## config.mk

```make
export PLATFORM = sky130hd
export DESIGN_NAME = os_scheduler
export DESIGN_NICKNAME = d
export VERILOG_FILES = /design/src/rtl/os_scheduler_pkg.sv /design/src/rtl/os_scheduler_cc_timer.sv /design/src/rtl/os_scheduler.sv
export SDC_FILE = /design/constraint.sdc
export NUM_CORES = 1
export LEC_CHECK = 0
export CORE_ASPECT_RATIO = 0.8
export CORE_MARGIN = 2
export CORE_UTILIZATION = 55
export CTS_BUF_LIST = sky130_fd_sc_hd__clkbuf_8
export DETAILED_ROUTE_END_ITERATION = 6
export HOLD_SLACK_MARGIN = 0.08
export PLACE_DENSITY = 0.78
export SLEW_MARGIN = 20
export SYNTH_ARGS = -nofsm -noshare
export SYNTH_HDL_FRONTEND = slang
export SYNTH_SLANG_ARGS = --single-unit
```

## constraint.sdc

```tcl
create_clock -name clk -period 2.5 [get_ports clk]
set_input_delay 0.375 -clock clk [delete_from_list [all_inputs] [get_ports clk]]
set_output_delay 0.375 -clock clk [all_outputs]
set_load 0.05 [all_outputs]
```

## src/rtl/os_scheduler_pkg.sv

```systemverilog
// Shared types and defaults for the ordered-set scheduler.
// Optional feature macro: CC_FRAME_DEFER_EN (see os_scheduler.sv).
package os_scheduler_pkg;

    localparam int CC_PERIOD_DEFAULT = 10000;
    localparam int CC_LEN_DEFAULT    = 6;
    localparam int OS_W_DEFAULT      = 3;
    localparam int CNT_W_DEFAULT     = 16;

    // Ordered-set codes carried on the lane stream.
    typedef enum logic [2:0] {
        OS_IDLE   = 3'd0,
        OS_ALIGN  = 3'd1,
        OS_VERIFY = 3'd2,
        OS_CHBOND = 3'd3,
        OS_CC     = 3'd4,
        OS_SCP    = 3'd5,
        OS_ECP    = 3'd6,
        OS_DATA   = 3'd7
    } ordered_sets_e;

    // Source tag reported alongside each registered ordered set.
    typedef enum logic [1:0] {
        SRC_IDLE = 2'd0,
        SRC_INIT = 2'd1,
        SRC_CC   = 2'd2,
        SRC_DATA = 2'd3
    } os_src_e;

    // Scheduler operating states.
    typedef enum logic [1:0] {
        INIT = 2'd0,
        RUN  = 2'd1,
        CC   = 2'd2
    } sched_state_e;

endpackage

```

## src/rtl/os_scheduler_cc_timer.sv

```systemverilog
// Clock-compensation timing: free-running period counter that flags the
// cycle before a CC sequence is due, plus the position counter inside a
// running CC sequence.
module cc_timer
    import os_scheduler_pkg::*;
#(
    parameter int CC_PERIOD = CC_PERIOD_DEFAULT,
    parameter int CC_LEN    = CC_LEN_DEFAULT
) (
    input  logic clk,
    input  logic rst_n,
    input  logic i_clear,
    input  logic i_cc_start,
    input  logic i_in_cc,
    output logic o_cc_due,
    output logic o_len_last
);

    localparam int PW = (CC_PERIOD > 1) ? $clog2(CC_PERIOD) : 1;
    localparam int LW = (CC_LEN > 1) ? $clog2(CC_LEN) : 1;

    logic [PW-1:0] r_cc_cnt;
    logic [LW-1:0] r_cc_len_cnt;
    logic          w_cc_due;
    logic          w_len_last;

    assign w_cc_due   = (r_cc_cnt == PW'(CC_PERIOD - 1));
    assign w_len_last = (r_cc_len_cnt == LW'(CC_LEN - 1));
    assign o_cc_due   = w_cc_due;
    assign o_len_last = w_len_last;

    // Period counter: held at zero while initializing, otherwise wraps every CC_PERIOD cycles.
    always_ff @(posedge clk or negedge rst_n) begin
        if (!rst_n) begin
            r_cc_cnt <= '0;
        end else if (i_clear || w_cc_due) begin
            r_cc_cnt <= '0;
        end else begin
            r_cc_cnt <= r_cc_cnt + PW'(1);
        end
    end

    // Index of the OS_CC currently on the output; restarts with every new CC sequence.
    always_ff @(posedge clk or negedge rst_n) begin
        if (!rst_n) begin
            r_cc_len_cnt <= '0;
        end else if (i_clear || i_cc_start) begin
            r_cc_len_cnt <= '0;
        end else if (i_in_cc && !w_len_last) begin
            r_cc_len_cnt <= r_cc_len_cnt + LW'(1);
        end
    end

endmodule

```

## src/rtl/os_scheduler.sv

```systemverilog
// Ordered-set scheduler: merges channel-init, clock-compensation and user
// data ordered sets into one registered stream for the lane controller.
// Optional feature macro: CC_FRAME_DEFER_EN -- when defined, a CC that
// falls due mid-frame is held back until the frame's last beat has left.
// A beat is never accepted in a cycle where init_finished is low, because
// the stream is handed back to the initializer on the next edge.
module os_scheduler
    import os_scheduler_pkg::*;
#(
    parameter int CC_PERIOD = CC_PERIOD_DEFAULT,
    parameter int CC_LEN    = CC_LEN_DEFAULT,
    parameter int OS_W      = OS_W_DEFAULT,
    parameter int CNT_W     = CNT_W_DEFAULT
) (
    input  logic             clk,
    input  logic             rst_n,
    input  logic             init_finished,
    input  logic [OS_W-1:0]  init_os,
    input  logic             data_req,
    input  logic [OS_W-1:0]  data_os,
    input  logic             data_last,
    output logic             data_ready,
    output logic [OS_W-1:0]  os_out,
    output logic [1:0]       os_src,
    output logic             in_frame,
    output logic [CNT_W-1:0] cc_count
);

    localparam logic [OS_W-1:0] OS_IDLE_CODE = OS_W'(OS_IDLE);
    localparam logic [OS_W-1:0] OS_CC_CODE   = OS_W'(OS_CC);

    sched_state_e     r_state;
    sched_state_e     w_state_next;
    logic [OS_W-1:0]  r_os_out;
    logic [OS_W-1:0]  w_os_next;
    os_src_e          r_os_src;
    os_src_e          w_src_next;
    logic             r_in_frame;
    logic             w_in_frame_next;
    logic [CNT_W-1:0] r_cc_count;
    logic [CNT_W-1:0] w_cc_count_next;

    logic w_cc_due;
    logic w_len_last;
    logic w_clear;
    logic w_run;
    logic w_cc_start;
    logic w_ready;
    logic w_accept;

    assign w_run   = (r_state == RUN);
    assign w_clear = (r_state == INIT) || !init_finished;

`ifdef CC_FRAME_DEFER_EN
    logic r_cc_pending;

    assign w_cc_start = w_run && (w_cc_due || r_cc_pending) && !r_in_frame;

    // Remembers a CC that fell due inside an open frame; further dues are absorbed.
    always_ff @(posedge clk or negedge rst_n) begin
        if (!rst_n) begin
            r_cc_pending <= 1'b0;
        end else if (w_clear || w_cc_start) begin
            r_cc_pending <= 1'b0;
        end else if (w_run && w_cc_due && r_in_frame) begin
            r_cc_pending <= 1'b1;
        end
    end
`else
    assign w_cc_start = w_run && w_cc_due;
`endif

    assign w_ready  = w_run && init_finished && !w_cc_start;
    assign w_accept = data_req && w_ready;

    cc_timer #(
        .CC_PERIOD (CC_PERIOD),
        .CC_LEN    (CC_LEN)
    ) u_cc_timer (
        .clk        (clk),
        .rst_n      (rst_n),
        .i_clear    (w_clear),
        .i_cc_start (w_cc_start),
        .i_in_cc    (r_state == CC),
        .o_cc_due   (w_cc_due),
        .o_len_last (w_len_last)
    );

    // Next state and next registered output: init request wins, then CC, then data, else idle.
    always_comb begin
        w_state_next    = r_state;
        w_os_next       = OS_IDLE_CODE;
        w_src_next      = SRC_IDLE;
        w_in_frame_next = r_in_frame;
        w_cc_count_next = r_cc_count;
        if (!init_finished) begin
            w_state_next    = INIT;
            w_os_next       = init_os;
            w_src_next      = SRC_INIT;
            w_in_frame_next = 1'b0;
        end else begin
            unique case (r_state)
                INIT: begin
                    w_state_next = RUN;
                    w_os_next    = init_os;
                    w_src_next   = SRC_INIT;
                end
                RUN: begin
                    if (w_cc_start) begin
                        w_state_next = CC;
                        w_os_next    = OS_CC_CODE;
                        w_src_next   = SRC_CC;
                    end else if (w_accept) begin
                        w_os_next       = data_os;
                        w_src_next      = SRC_DATA;
                        w_in_frame_next = !data_last;
                    end
                end
                CC: begin
                    if (w_len_last) begin
                        w_state_next = RUN;
                        if (r_cc_count != {CNT_W{1'b1}}) begin
                            w_cc_count_next = r_cc_count + CNT_W'(1);
                        end
                    end else begin
                        w_os_next  = OS_CC_CODE;
                        w_src_next = SRC_CC;
                    end
                end
                default: begin
                    w_state_next = INIT;
                end
            endcase
        end
    end

    // State, output stream and frame/statistics registers.
    always_ff @(posedge clk or negedge rst_n) begin
        if (!rst_n) begin
            r_state    <= INIT;
            r_os_out   <= OS_IDLE_CODE;
            r_os_src   <= SRC_IDLE;
            r_in_frame <= 1'b0;
            r_cc_count <= '0;
        end else begin
            r_state    <= w_state_next;
            r_os_out   <= w_os_next;
            r_os_src   <= w_src_next;
            r_in_frame <= w_in_frame_next;
            r_cc_count <= w_cc_count_next;
        end
    end

    assign data_ready = w_ready;
    assign os_out     = r_os_out;
    assign os_src     = r_os_src;
    assign in_frame   = r_in_frame;
    assign cc_count   = r_cc_count;

endmodule

```

=== After elaboration in Yosys (flattened, before gate mapping) ===
Cells that the tools add are included.

* Register bits: 41
* Input bits: 11
* Output and inout bits: 23
* Logic and storage cells: 58

* $add $sub $neg: 3
* Equality and inequality tests: 10
* Multiplexer cells: 21
* Reductions and logical operators: 17

{| class="wikitable"
|+ Operator list
! operator !! count
|-
| $mux W3 || 6
|-
| $add A16 B1 Y16 const B || 1
|-
| $ne A16 B16 Y1 const B || 1
|-
| $add A14 B1 Y14 const B || 1
|-
| $eq A14 B14 Y1 const B || 1
|-
| $mux W14 || 1
|-
| $mux W2 || 7
|-
| $pmux W2 S3 || 2
|-
| $pmux W3 S3 || 1
|-
| $logic_and A1 B1 Y1 || 5
|-
| $logic_not A1 Y1 || 4
|-
| $mux W1 || 4
|-
| $ne A2 B1 Y1 const B || 2
|-
| $reduce_and A4 Y1 || 1
|-
| $add A3 B1 Y3 const B || 1
|-
| $eq A3 B3 Y1 const B || 1
|-
| $logic_or A1 B1 Y1 || 3
|-
| $ne A3 B2 Y1 const B || 1
|-
| $ne A3 B3 Y1 const B || 1
|-
| $reduce_and A3 Y1 || 1
|-
| $eq A2 B1 Y1 const B || 1
|-
| $eq A2 B2 Y1 const B || 1
|-
| $logic_not A2 Y1 || 1
|-
| $ne A2 B2 Y1 const B || 1
|-
| other kinds (2) || 2
|}

=== Longest topological paths before layout ===
Gate-level depths: netlist of the first run.

* Depth after elaboration: 9
* Depth in mapped cells: 7
* Mapped depth without buffers: 6

=== Modules after synthesis ===
Synthesis of the first run repeated with hierarchy kept, for this count alone.

* Cells, all modules: 193
* Area, all modules: 2077.0 µm²

{| class="wikitable"
|+ Modules (own cells, without submodules)
! module !! instances !! cells each !! area an instance (µm²) !! sequential area each (µm²)
|-
| os_scheduler || 1 || 106 || 1189.9 || 600.6
|-
| cc_timer || 1 || 87 || 887.1 || 425.4
|}

=== Worst setup path before layout of the first run ===
OpenSTA, ideal clock, no wires.

* Kind: register to register
* From: register r_cc_count[0] (netlist: cc_count[0])
* To: register r_cc_count[1] (netlist: cc_count[1])
* Setup time: 0.125 ns
* Data arrival time: 2.106 ns
* Data required time: 2.375 ns
* Setup slack: 0.269 ns
* Stages on the path, launching flop included: 7
* Path buffers: 1
* Period minus slack after synthesis: 2.231 ns
* Cells stage by stage: dfrtp_1 > ha_1 > and3_1 > buf_1 > nand4_1 > o21ai_0 > mux2_2

* Word-level cells in the longest chain between the ends: 2
* Elaborated cells on any way between the ends: 3
* Classes of those cells: add/sub: 1; eq/ne: 1; reduce/logical: 1

{| class="wikitable"
|+ RTL lines
! element !! RTL line !! text
|-
| start, declared || os_scheduler.sv:40 || <nowiki>logic [CNT_W-1:0] r_cc_count;</nowiki>
|-
| start signal, assigned || os_scheduler.sv:150 || <nowiki>r_cc_count <= w_cc_count_next;</nowiki>
|-
| parallel branches: the longest is 2 deep, another holds $add A16 B1 Y16 || n/a ||
|}

Parallel ways; which one is timed is not known.
A chain may end at the register's enable or synchronous reset.

=== Worst setup path in the final report of the first run ===
* From: register u_cc_timer.r_cc_cnt[12]
* To: output port data_ready

* Word-level cells in the longest chain between the ends: 4

{| class="wikitable"
|+ RTL lines
! element !! RTL line !! text
|-
| start, declared || os_scheduler_cc_timer.sv:22 || <nowiki>logic [PW-1:0] r_cc_cnt;</nowiki>
|-
| start signal, assigned || os_scheduler_cc_timer.sv:39 || <nowiki>r_cc_cnt <= r_cc_cnt + PW'(1);</nowiki>
|-
| $eq A14 B14 Y1 || os_scheduler_cc_timer.sv:27 || <nowiki>assign w_cc_due = (r_cc_cnt == PW'(CC_PERIOD - 1));</nowiki>
|-
| $logic_and A1 B1 Y1 || os_scheduler.sv:70 || <nowiki>assign w_cc_start = w_run && w_cc_due;</nowiki>
|-
| $logic_not A1 Y1 || os_scheduler.sv:73 || <nowiki>assign w_ready = w_run && init_finished && !w_cc_start;</nowiki>
|-
| $logic_and A1 B1 Y1 || os_scheduler.sv:73 ||
|-
| end, declared || os_scheduler.sv:22 || <nowiki>output logic data_ready,</nowiki>
|}

Every way passes these cells.

==> impl_metrics.yaml, run 1 <==
critical_path:
  crit_type: "register to output port"
  critPathArrivalTime_ns: 2.07
  end_kind: "output port"
  worstPathMaxFanout: 3
  cp_data_required_time_ns: 2.12
  rrSetupSlack_ns: 0.33
  worst_setup_path_start_kind: "register"
grt:
  grt-ovfl-total: 0
  grt_pass1_wl_mm: 6.94
  grt_pass1_vias: 1580
  grt_max_degree: 42
  antenna_found_initial: 0
  track_usage_pct: 21.0
timing:
  fmax_mhz: 408
  finalCritPeriodShare_pct: 98.0
  rsz0062_at_grt: "no"
  post-route-min-period_ns: 2.45
  drv_slew: 0
  hold_slack_ns: 0.192
  setup_ws_ns: 0.0512
  hold_viol_final: 0
  setup_tns_ns: 0
  fin_worst_skew_ns: 0.00729
  setup_violations: 0
  max_slew_margin_pct: 42.1
  worst_pin_slew_ns: 0.868
synthesis:
  synth-edff-count: 0
  syn_nets: 210
  syn-cell-area_um2: 2030
  syn_avg_cell_area_um2: 10.4
  yosys.area.top_type: "dfrtp_1"
  ys_ff_latch: 41
  async_flop_share_pct: 100
  synth.yosys.seq_area_share_pct: 50.5
  synth_area_leaders: "dfrtp_1 51%, xnor2_1 8.6%, nor2_1 3.5%, xor2_1 3.5%, and4_1 3.0%"
  synth_top_area_share_pct: 50.5
  ys.flop_type: "dfrtp_1"
  yosys_warnings: 0
  ys_types: 43
  synthCells: 195
clock_tree:
  path_clk_slew_ns: 0.07
  numCtsBuffers: 5
  ctsHtreeMaxLevel: 2
  root_buffer: "clkbuf_8"
  cts-hold-fix-buffers: 0
  cts_tree: "built"
  clk_latency_ns: 0.29
  cts.sinks: 41
  cts_buffer_depth: 2
cells_and_area:
  finalNonFillerCells: 273
  final_layout_size_suffix_gt1_share_pct: 6.93
  final_nets: 246
  area_growth_pct: 23.0
  post-route-util_pct: 71.5
  diodes: 0
placement:
  dp_cells: 264
  dp_hpwl_mm: 2.86
  port_buffers: 33
  place_congestion: 0.834
  place_ws_ns: 0.276
floorplanning:
  ios: 34
  chipHeight_um: 58.4
  dieArea_um2: 4200
  coreArea_um2: 3490
  die-width_um: 71.9
  rows: 19
  initial_core_util_pct: 58.1
detailed_routing:
  drt-vias-per-instance: 5.88
  remaining_drc_errors: 0
  antenna_left: 0
  drt_pass1_iterations: 5
  first_iter_violations: 101
  wl_per_cell_um: 14.6
  totalWireLength_mm: 3.97
  num_vias: 1606
worst_hold_path:
  hold_path_class: "input port to async pin"
run:
  cap_violations: 0
power:
  cellLeakagePower_nw: 1.09
  ir_drop_mv: 0.412
  power.density_nw_per_um2: 482
status:
  status: "finished clean"
==> timing repair <==
| action | 4_1_cts | 5_1_grt |
|---|---|---|
| setup endpoints to repair | 1 | 1 |
| setup buffers | 2 | 0 |
| resized for setup | 1 | 1 |
==> cell families (layout without fill, tap and decap cells) <==
| kind of cell | count (synthesis) | after routing | synth area share (%) |
|---|---|---|---|
| adders and majority gates | 4 | 4 | 2.46 |
| buffers and inverters | 14 | 50 | 2.71 |
| AOI/OAI and AO/OA | 20 | 20 | 7.52 |
| and+or+nand+nor | 86 | 86 | 23.7 |
| DFF | 41 | 41 | 50.5 |
| xor gates and xnor gates | 28 | 28 | 12.1 |
| muxes | 2 | 2 | 1.05 |
==> placed cells by master (no fill, tap or decap), types with 2 or more instances in the layout <==
cell and n:
o21ai_0 4, nand4_1 9, dfrtp_1 41, buf_4 4
nand3_1 11, o211ai_1 4, nor3_1 5, nor2_1 19
inv_1 7, xor2_1 8, a32o_1 2, ha_1 4
xnor2_1 20, and4_1 7, clkbuf_8 6, clkdlybuf4s50_1 31
and3_1 7, and2_1 4, nor2b_1 2, nand2_1 11
==> path summary, 6_finish.rpt <==
check / depth (start not counted) / startpoint / to
max in group asynchronous: 1 / rst_n / u_cc_timer.r_cc_cnt[6]$_DFF_PN0_
max: 4 / u_cc_timer.r_cc_cnt[12]$_DFF_PN0_ / data_ready
min: 1 / rst_n / u_cc_timer.r_cc_cnt[9]$_DFF_PN0_
min reg2reg: 1 / cc_count[10]$_DFFE_PN0P_ / cc_count[10]$_DFFE_PN0P_
min in group clk: 1 / cc_count[10]$_DFFE_PN0P_ / cc_count[10]$_DFFE_PN0P_
max reg2reg: 5 / u_cc_timer.r_cc_cnt[12]$_DFF_PN0_ / u_cc_timer.r_cc_cnt[6]$_DFF_PN0_
==> critical path, stage by stage, from the launching register on <==
cell	delay [ns]
dfrtp_1	0.41
or4b_1	0.48
or4_4	0.55
and3_4	0.19
buf_6	0.15
==> report_power, final <==
part / switching, mW / internal, mW / total (mW)
Clock: 0.211 / 0.215 / 0.426
Sequential: 0.00614 / 0.672 / 0.678
Combinational: 0.0620 / 0.0381 / 0.100
Total: 0.279 / 0.925 / 1.20
==> cell usage after synthesis, types with 2 or more instances <==
master,instances
a32o_1,2
buf_2,2
nand4_1,9
nand3_1,11
nor3_1,5
o21ai_0,4
nor2b_1,2
xor2_1,8
o211ai_1,4
xnor2_1,20
and2_1,4
inv_1,6
nor2_1,19
and3_1,7
dfrtp_1,41
ha_1,4
nand2_1,11
and4_1,7
clkbuf_1,5
==> layer usage <==
layer  up-vias  part of all wire (%)  GRT usage, %
met1       790                    46          28.9
li1        766                     -             -
met3         3                   6.5          4.62
met2        47                    47          34.0
met4         0                  0.55          6.20
met5         -                     0             0
==> state kept, by name, indices dropped and copies added (netlist names) <==
signal                   flops
u_cc_timer.r_cc_len_cnt      3
in_frame                     1
r_state                      2
u_cc_timer.r_cc_cnt         14
cc_count                    16
os_out                       3
os_src                       2
==> layout make-up <==
cell class / instances / area (um2)
flip-flops and latches: 41 / 1030
fillers: 254 / 997
multi-input cells: 140 / 953
repair buffers: 37 / 357
clock buffers: 6 / 82.6
well taps: 42 / 52.6
inverters: 6 / 22.5
clock inverters: 1 / 3.75
==> stage by stage <==
stage / total power [mW] / area, um2
4_1_cts: 1.22 / 2490
5_1_grt: 1.25 / 2500
3_5_place_dp: 0.792 / 2390
2_1_floorplan: 0.743 / 2030
3_3_place_gp: 0.790 / 2390
6_report: 1.20 / 2500
Note: power is estimated with default switching activity, not from simulation.
==> inputs of run 2 (changes only) <==
--- a/constraint.sdc
+++ b/constraint.sdc
@@ -3,2 +3,2 @@
 set_output_delay 0.375 -clock clk [all_outputs]
-set_load 0.05 [all_outputs]
+set_load 0.005 [all_outputs]
==> run 2 against run 1 <==
Compared with the run above:
- cell count increased by 1.1%
- clock power up 4%
- sequential power about the same
- total power down 0.63%
- via count is 0.37% lower
- combinational power is 25% lower
- wire length grew 5.0%
- fmax rose by 0.32%
- setup slack improved by 0.0078 ns
- worst hold slack better by 0.00064 ns
- count of clock-buffer cells in the layout unchanged
- critical path type unchanged
- largest cell class unchanged
==> impl_metrics.yaml, run 2 (synthesis gave the netlist of run 1 again) <==
floorplanning:
  rows: 19
  initial_core_util_pct: 58.1
  die-width_um: 71.9
  dieArea_um2: 4200
  coreArea_um2: 3490
  ios: 34
  chipHeight_um: 58.4
timing:
  post-route-min-period_ns: 2.44
  drv_slew: 0
  rsz0062_at_grt: "no"
  fin_worst_skew_ns: 0.0116
  hold_viol_final: 0
  setup_ws_ns: 0.0590
  max_slew_margin_pct: 41.7
  finalCritPeriodShare_pct: 97.6
  setup_violations: 0
  fmax_mhz: 410
  worst_pin_slew_ns: 0.875
  setup_tns_ns: 0
clock_tree:
  clk_latency_ns: 0.30
  ctsHtreeMaxLevel: 2
  cts_tree: "built"
  cts.sinks: 41
  cts-hold-fix-buffers: 0
  path_clk_slew_ns: 0.08
  numCtsBuffers: 5
  root_buffer: "clkbuf_8"
  cts_buffer_depth: 2
cells_and_area:
  nFillCells: 255
  final_layout_size_suffix_gt1_share_pct: 8.55
  post-route-util_pct: 72.0
  largest_register_ffs: 16
  finalNonFillerCells: 276
  mostFrequentLayoutCell: "dfrtp_1"
  final_nets: 249
  diodes: 0
  area_growth_pct: 24.0
  layout_common_cells: "41 x dfrtp_1, 31 x clkdlybuf4s50_1, 20 x xnor2_1"
detailed_routing:
  drt_pass1_iterations: 4
  wl_per_cell_um: 15.1
  antenna_left: 0
  first_iter_violations: 114
  totalWireLength_mm: 4.17
  drt-vias-per-instance: 5.80
  remaining_drc_errors: 0
  num_vias: 1600
grt:
  track_usage_pct: 22.0
  grtUsageMet3_pct: 5.48
  grt_max_degree: 42
  antenna_found_initial: 0
  met1_usage_pct: 28.7
  grt_pass1_wl_mm: 7.09
  grt_pass1_vias: 1574
  grt_busiest_layer: "met2"
  grt-ovfl-total: 0
  use_met2_pct: 36.1
placement:
  dp_cells: 266
  place_ws_ns: 0.0689
  port_buffers: 33
  place_congestion: 0.864
  dp_hpwl_mm: 2.93
worst_hold_path:
  hold_path_class: "input port to async pin"
critical_path:
  rrSetupSlack_ns: 0.28
  crit_type: "register to output port"
  cp_data_required_time_ns: 2.12
  worst_setup_path_start_kind: "register"
  worstPathMaxFanout: 2
  end_kind: "output port"
  critPathArrivalTime_ns: 2.07
power:
  power.density_nw_per_um2: 475
  ir_drop_mv: 0.322
  cellLeakagePower_nw: 1.09
status:
  status: "finished clean"
run:
  cap_violations: 0
[run 2: timing repair]
action | 4_1_cts | 5_1_grt
buffers inserted | 2 | 1
endpoints found under the setup margin | 1 | 1
gates resized for setup | 3 | 1
pin swaps | 1 | 2
endpoints found under the hold margin | 0 | 0
[run 2: final timing paths]
| check | from | to | depth (start not counted) |
|---|---|---|---|
| min in group clk | cc_count[10]$_DFFE_PN0P_ | cc_count[10]$_DFFE_PN0P_ | 1 |
| max reg2reg | u_cc_timer.r_cc_cnt[7]$_DFF_PN0_ | u_cc_timer.r_cc_len_cnt[2]$_DFFE_PN0P_ | 5 |
| max in group asynchronous | rst_n | u_cc_timer.r_cc_len_cnt[1]$_DFFE_PN0P_ | 1 |
| min | rst_n | u_cc_timer.r_cc_cnt[10]$_DFF_PN0_ | 1 |
| min reg2reg | cc_count[10]$_DFFE_PN0P_ | cc_count[10]$_DFFE_PN0P_ | 1 |
| max | u_cc_timer.r_cc_cnt[7]$_DFF_PN0_ | data_ready | 4 |
[run 2: routing by layer]
metal	routed length [um]	part of all wire (%)	up-vias
li1	-	-	771
met3	261	6.3	7
met4	68	1.6	0
met1	1940	47	772
met2	1900	46	50
met5	0	0	-
[run 2: final cells by class]
| class | count | area [um2] | area share, % |
|---|---|---|---|
| inverters | 6 | 22.5 | 0.895 |
| clock buffers | 6 | 82.6 | 3.28 |
| multi-input cells | 140 | 953 | 37.9 |
| clock inverters | 1 | 7.51 | 0.298 |
| flip-flops and latches | 41 | 1030 | 40.8 |
| repair buffers | 40 | 373 | 14.8 |
| well taps | 42 | 52.6 | 2.09 |
[run 2: stage by stage]
stage               hold WS, ns  area (um2)  total power [mW]
finish                    0.193        2520              1.20
global route              0.265        2520              1.24
CTS                       0.223        2510              1.21
detailed placement        0.499        2410             0.767
global placement          0.479        2410             0.765
floorplan                0.0794        2030             0.717
[run 2: report_power, final]
| group | leakage, nW | switching, mW | internal, mW |
|---|---|---|---|
| Sequential | 0.559 | 0.00627 | 0.672 |
| Clock | 0.0433 | 0.225 | 0.218 |
| Combinational | 0.492 | 0.0366 | 0.0388 |
| Total | 1.09 | 0.267 | 0.929 |
[run 2: critical path, stage by stage, from the launching register on]
cell and delay (ns):
dfrtp_1 0.39, or4b_1 0.53, or4_4 0.56, and3_4 0.19, clkbuf_2 0.10
